===== src/rtl/fft16_pkg.sv =====
// Shared constants, FSM state types and slot-packing helper for the 16-point
// FFT frame scheduler.
package fft16_pkg;

    localparam int unsigned FFT_PTS = 16;
    localparam int unsigned IDX_W   = 4;
    localparam logic [IDX_W-1:0] LAST_SLOT = IDX_W'(FFT_PTS - 1);

    typedef enum logic {
        FILL,
        FULL
    } in_state_e;

    typedef enum logic [1:0] {
        EMPTY,
        COMPUTE,
        DRAIN
    } out_state_e;

    // Bit offset of slot idx inside a flattened bus of w-bit slots.
    function automatic logic [31:0] slot_lsb(input logic [IDX_W-1:0] idx, input int unsigned w);
        return 32'(idx) * w;
    endfunction

endpackage


===== src/rtl/fft16_slot_bank.sv =====
// 16-slot complex register bank: single-slot write, whole-bank parallel load,
// flattened read buses. Parallel load takes priority over the slot write.
module fft16_slot_bank
    import fft16_pkg::*;
#(
    parameter int unsigned N = 16
) (
    input  logic                 clk,
    input  logic                 rst,
    input  logic                 wr_en_i,
    input  logic [IDX_W-1:0]     wr_idx_i,
    input  logic [N-1:0]         wr_re_i,
    input  logic [N-1:0]         wr_im_i,
    input  logic                 ld_en_i,
    input  logic [FFT_PTS*N-1:0] ld_re_bus_i,
    input  logic [FFT_PTS*N-1:0] ld_im_bus_i,
    output logic [FFT_PTS*N-1:0] re_bus_o,
    output logic [FFT_PTS*N-1:0] im_bus_o
);

    logic [FFT_PTS*N-1:0] re_q;
    logic [FFT_PTS*N-1:0] im_q;

    always_ff @(posedge clk or posedge rst) begin
        if (rst) begin
            re_q <= '0;
            im_q <= '0;
        end else if (ld_en_i) begin
            re_q <= ld_re_bus_i;
            im_q <= ld_im_bus_i;
        end else if (wr_en_i) begin
            re_q[slot_lsb(wr_idx_i, N) +: N] <= wr_re_i;
            im_q[slot_lsb(wr_idx_i, N) +: N] <= wr_im_i;
        end
    end

    assign re_bus_o = re_q;
    assign im_bus_o = im_q;

endmodule


===== src/rtl/fft16_frame_sched.sv =====
// Frame scheduler: serial input -> 16-slot input bank -> FFT launch/wait ->
// output bank capture -> serial drain. Input and output sides run independently.
module fft16_frame_sched
    import fft16_pkg::*;
#(
    parameter int unsigned N       = 16,
    parameter int unsigned FFT_LAT = 2
) (
    input  logic                 clk,
    input  logic                 rst,
    input  logic                 s_valid,
    output logic                 s_ready,
    input  logic [N-1:0]         s_re,
    input  logic [N-1:0]         s_im,
    input  logic                 s_last,
    output logic [FFT_PTS*N-1:0] fft_re_bus,
    output logic [FFT_PTS*N-1:0] fft_im_bus,
    output logic                 fft_start,
    input  logic [FFT_PTS*N-1:0] res_re_bus,
    input  logic [FFT_PTS*N-1:0] res_im_bus,
    output logic                 m_valid,
    input  logic                 m_ready,
    output logic [N-1:0]         m_re,
    output logic [N-1:0]         m_im,
    output logic [IDX_W-1:0]     m_index,
    output logic                 m_last,
    output logic                 busy,
    output logic                 frame_err,
    output logic [15:0]          frame_cnt
);

    in_state_e            in_state_q, in_state_d;
    logic [IDX_W-1:0]     in_cnt_q, in_cnt_d;
    out_state_e           out_state_q, out_state_d;
    logic [IDX_W-1:0]     out_idx_q, out_idx_d;
    logic [3:0]           lat_q, lat_d;
    logic                 fft_start_q, fft_start_d;
    logic                 frame_err_q, frame_err_d;
    logic [15:0]          frame_cnt_q, frame_cnt_d;
    logic                 rdy_q;
    logic                 s_hs;
    logic                 capture;
    logic [FFT_PTS*N-1:0] out_re_bus, out_im_bus;

    // rdy_q keeps s_ready low while reset is asserted and for no longer.
    assign s_ready = rdy_q && (in_state_q == FILL);
    assign s_hs    = s_valid && s_ready;
    assign capture = (out_state_q == COMPUTE) && (lat_q == 4'd1);

    always_comb begin
        in_state_d  = in_state_q;
        in_cnt_d    = in_cnt_q;
        frame_err_d = 1'b0;
        if (s_hs) begin
            if ((in_cnt_q == LAST_SLOT) && s_last) begin
                in_state_d = FULL;
                in_cnt_d   = '0;
            end else if ((in_cnt_q == LAST_SLOT) || s_last) begin
                frame_err_d = 1'b1;
                in_cnt_d    = '0;
            end else begin
                in_cnt_d = in_cnt_q + 4'd1;
            end
        end
        if (capture) begin
            in_state_d = FILL;
        end

        out_state_d = out_state_q;
        out_idx_d   = out_idx_q;
        lat_d       = lat_q;
        frame_cnt_d = frame_cnt_q;
        case (out_state_q)
            EMPTY: begin
                if (fft_start_q) begin
                    out_state_d = COMPUTE;
                    lat_d       = 4'(FFT_LAT);
                end
            end
            COMPUTE: begin
                if (lat_q == 4'd1) begin
                    out_state_d = DRAIN;
                    out_idx_d   = '0;
                    lat_d       = '0;
                end else begin
                    lat_d = lat_q - 4'd1;
                end
            end
            DRAIN: begin
                if (m_ready) begin
                    out_idx_d = out_idx_q + 4'd1;
                    if (out_idx_q == LAST_SLOT) begin
                        out_state_d = EMPTY;
                        frame_cnt_d = frame_cnt_q + 16'd1;
                    end
                end
            end
            default: out_state_d = EMPTY;
        endcase

        // Decided from next-state so the pulse lands in the first eligible cycle,
        // including the cycle right after the final output handshake.
        fft_start_d = (in_state_d == FULL) && (out_state_d == EMPTY) && (lat_d == '0);
    end

    always_ff @(posedge clk or posedge rst) begin
        if (rst) begin
            in_state_q  <= FILL;
            in_cnt_q    <= '0;
            out_state_q <= EMPTY;
            out_idx_q   <= '0;
            lat_q       <= '0;
            fft_start_q <= 1'b0;
            frame_err_q <= 1'b0;
            frame_cnt_q <= '0;
            rdy_q       <= 1'b0;
        end else begin
            in_state_q  <= in_state_d;
            in_cnt_q    <= in_cnt_d;
            out_state_q <= out_state_d;
            out_idx_q   <= out_idx_d;
            lat_q       <= lat_d;
            fft_start_q <= fft_start_d;
            frame_err_q <= frame_err_d;
            frame_cnt_q <= frame_cnt_d;
            rdy_q       <= 1'b1;
        end
    end

    fft16_slot_bank #(.N(N)) u_in_bank (
        .clk         (clk),
        .rst         (rst),
        .wr_en_i     (s_hs),
        .wr_idx_i    (in_cnt_q),
        .wr_re_i     (s_re),
        .wr_im_i     (s_im),
        .ld_en_i     (1'b0),
        .ld_re_bus_i ('0),
        .ld_im_bus_i ('0),
        .re_bus_o    (fft_re_bus),
        .im_bus_o    (fft_im_bus)
    );

    fft16_slot_bank #(.N(N)) u_out_bank (
        .clk         (clk),
        .rst         (rst),
        .wr_en_i     (1'b0),
        .wr_idx_i    ('0),
        .wr_re_i     ('0),
        .wr_im_i     ('0),
        .ld_en_i     (capture),
        .ld_re_bus_i (res_re_bus),
        .ld_im_bus_i (res_im_bus),
        .re_bus_o    (out_re_bus),
        .im_bus_o    (out_im_bus)
    );

    assign fft_start = fft_start_q;
    assign frame_err = frame_err_q;
    assign frame_cnt = frame_cnt_q;
    assign busy      = (in_state_q == FULL) || (out_state_q != EMPTY);
    assign m_valid   = (out_state_q == DRAIN);
    assign m_index   = out_idx_q;
    assign m_last    = (out_idx_q == LAST_SLOT);
    assign m_re      = out_re_bus[slot_lsb(out_idx_q, N) +: N];
    assign m_im      = out_im_bus[slot_lsb(out_idx_q, N) +: N];

endmodule


===== config.mk =====
export PLATFORM = sky130hd
export DESIGN_NAME = fft16_frame_sched
export DESIGN_NICKNAME = d
export VERILOG_FILES = /design/src/rtl/fft16_pkg.sv /design/src/rtl/fft16_slot_bank.sv /design/src/rtl/fft16_frame_sched.sv
export SDC_FILE = /design/constraint.sdc
export NUM_CORES = 2
export LEC_CHECK = 0
export BUFFER_PORTS_ARGS = -buffer_cell sky130_fd_sc_hd__clkbuf_2
export CAP_MARGIN = 20
export CORE_AREA = 2 2 430 432
export DETAILED_ROUTE_END_ITERATION = 16
export DIE_AREA = 0 0 432 434
export SYNTH_ARGS = -nofsm -noshare
export SYNTH_HDL_FRONTEND = slang
export SYNTH_SLANG_ARGS = --single-unit

===== constraint.sdc =====
create_clock -name clk -period 41.7 [get_ports clk]
set_input_delay 4.17 -clock clk [delete_from_list [all_inputs] [get_ports clk]]
set_output_delay 4.17 -clock clk [all_outputs]
set_load 0.1 [all_outputs]

==> out/summary.txt <==
Worst slew pin tran: 1220 ps
Fraction of layout cells with a size suffix above 1: 0.531
Vias/cell: 4.82
Clk slew on worst S/H paths: 60 ps
Sw frac: 0.376
Most common cell after layout, fill and taps aside: clkbuf_2
Arr. time, crit path: 4480 ps
Slack of the worst reg-to-reg path: 37320 ps
Die H: 434 um
CTS Sinks: 1058
Syn nets: 3789
Final Hold Slack: 472 ps
H-tree Lvls: 3
Slew Viols, Final: 0
Worst Path Class, Setup: reg -> out
Gp weighted congestion: 0.871
Buf+Inv Stages, Crit Path: 3
Leak: 27.8 nW
R2R Path End: u_out_bank.im_bus_o[247]
WP data required: 37530 ps
RSZ-0062 raised after global routing: no
Clock skew: 43.2 ps
Post-synthesis mux area share: 0.280
Part of the power in registers: 0.382
Post-CTS sizing: 0
Post-synthesis simple-gate area fraction: 0.0571
Critical Path Fanout Max: 112
Max rail drop VDD: 0.0000322 V
Routed wire per std cell: 26.5 um
# nets final: 4855
R2R depth: 7
Hold Path Origin: u_in_bank.im_bus_o[240]
Synth Register Bits: 1058
First-pass GRT wire length: 251 mm
# hold bufs at CTS: 0
Setup_tns: 0 ps
Post-Synth Adder-Cell Area: 0.00357
Port Buffers: 1118
Net switching power: 1.10 mW
CP top delay family: buffers and inverters
Area Overhead vs Synth: 26.7%
CP max stage delay: 820 ps
Skew-Pair Late Insertion Delay: 770 ps
Row count: 157
Initial core utilization: 0.250
Top Ports: 1119
Fin. Hold Viols: 0
# setup viols final: 0
Final worst path period share: 0.207
Vias: 32770
Logic pwr share: 0.271
Initial antenna violation count: 46
Critical path, cell by cell: buf_12 > buf_4 > mux2i_1 > a221oi_1 > o21ai_0 > nand2_1 > clkbuf_2
Most used DFF post-synth: dfrtp_1
Synth unique cells: 47
Hold Path End: u_in_bank.im_bus_o[240]
Post-Synth XOR/XNOR Area: 0.00327
Placed cells: 6559
Total GRT Usage: 0.186
Mapped cell area: 45500 um^2
Drt first pass iters: 5
Detailed-route DRC error count: 0
Core Area: 182000 um^2
Ys Warns: 0
EDFF count, synth: 0
Total CTS buffers: 114
Routed Antenna Nets: 0
Grt met2 use: 0.295
Non-filler instance count after layout: 6800
Grt peak-use layer: met2
Worst r2r src: out_state_q[1]
Cell Pwr Density: 50.9 nW/um^2
Part of the power in the clock network: 0.347
Die Wd: 432 um
Post-route cell area: 57700 um^2
Final Util: 0.316
Largest family of logic cells by synthesized area: multiplexers
Die ar.: 187000 um^2
Post-synthesis sequential area ratio: 0.581
Worst Setup Start Kind: register
Drt total wl: 180 mm
Avg Cell Area, Syn: 14.1 um^2
Post-DP HPWL: 134 mm
Crit-path slowest cell: buf_4
Rel. slew slack: 0.184
CTS tree: done
Drt first-iter violations: 2385
Complex-gate fraction of the synthesized area: 0.0435
Placed Instance Area: 53800 um^2
Worst min path class: reg -> reg
Worst Setup End Kind: output pin
Pin count of the biggest net entering global routing: 195
Clock tree buffer depth: 3
Met1 GRT Util: 0.233
Ys async rst share: 1.00
Postcts setup bufs: 0
Overflow left after global routing: 0
Cells after synthesis: 3227
Met3 usage in global routing: 0.0584
Most frequent cells in the layout: clkbuf_2, dfrtp_1, mux2_2
Min-Delay Path Depth: 1
Vias in the first global route: 33480
Int Pwr: 1.83 mW
Status: complete, no violations
F_max: 116 MHz
Max_cap viols: 0
Clock root buffer: clkbuf_16
Crit path time final: 8650 ps
==> sequential cells by signal (all words and copies together) (netlist names) <==
name,cells
m_index,4
in_cnt_q,4
rdy_q,1
fft_start,1
u_out_bank.im_bus_o,256
u_in_bank.re_bus_o,256
frame_cnt,16
frame_err,1
u_in_bank.im_bus_o,256
in_state_q,1
lat_q,4
out_state_q,2
u_out_bank.re_bus_o,256
==> worst max path at each step <==
stage | from | endpoint | slack, ps | depth (start not counted)
2_1_floorplan | rst | fft_start | 7750 | 1
3_3_place_gp | rst | u_in_bank.re_bus_o[235] | 33380 | 6
3_5_place_dp | rst | u_in_bank.re_bus_o[171] | 33310 | 6
4_1_cts | m_index[0] | m_im[6] | 32890 | 7
5_1_grt | m_index[0] | m_im[0] | 32770 | 7
6_report | m_index[0] | m_im[0] | 33050 | 7
==> cell families after synthesis <==
logic type               count (synthesis)
AO/OA/AOI/OAI                          291
XOR/XNOR                                17
adder cells (fa/ha/maj)                 13
buffers and inverters                  343
flip-flops                            1058
multiplexers                          1085
other                                    1
AND/OR/NAND/NOR                        419
==> per-layer routing <==
layer	wire length [um]	up-vias
met5	145	-
met4	7320	24
met3	15100	334
met2	85700	1230
met1	72100	17318
li1	-	13864
==> final cells by class <==
class,count,area (um^2)
antenna,33,82.6
sequential,1058,26500
multi-input combinational,1826,17800
clock buffer,175,3380
timing repair buffer,1183,6200
inverter,110,420
fill,18372,125000
tap,2385,2980
clock inverter,30,362
==> worst register-to-register path, stage by stage (launching register included) <==
cell	delay (ps)
dfrtp_1	410
inv_1	90
ha_1	350
nor4bb_4	320
buf_12	570
buf_12	760
buf_4	1310
mux2_2	460
==> stage by stage <==
step,power [mW],worst slack [ps]
finish,2.94,33050
floorplan,1.71,7750
CTS,2.96,32890
global placement,1.93,33380
detailed placement,1.94,33310
global route,3.04,32770
==> power by group through the flow <==
stage                     logic (mW)  registers (mW)  clock network [mW]
final                          0.796            1.12                1.02
after global routing           0.826            1.13                1.08
after floorplan                0.359            1.35                   0
after detailed placement       0.798            1.14                   0
after CTS                      0.800            1.12                1.04
after global placement         0.794            1.14                   0
==> Yosys cell counts, types with 32 or more instances <==
cell      count  area, um^2
a21o_1       63         473
a221oi_1     65         569
a22oi_1      32         240
and2_1      101         632
and3_1       42         263
and4_1       65         569
buf_2       103         515
clkbuf_1    113         424
dfrtp_1    1058       26500
inv_1       110         413
mux2_2      869        9790
mux2i_1     152        1520
mux4_2       64        1440
nand2_1      70         263
nand4_1      74         463
o21ai_0     112         561
No activity file was read; power rests on OpenSTA's default activity.
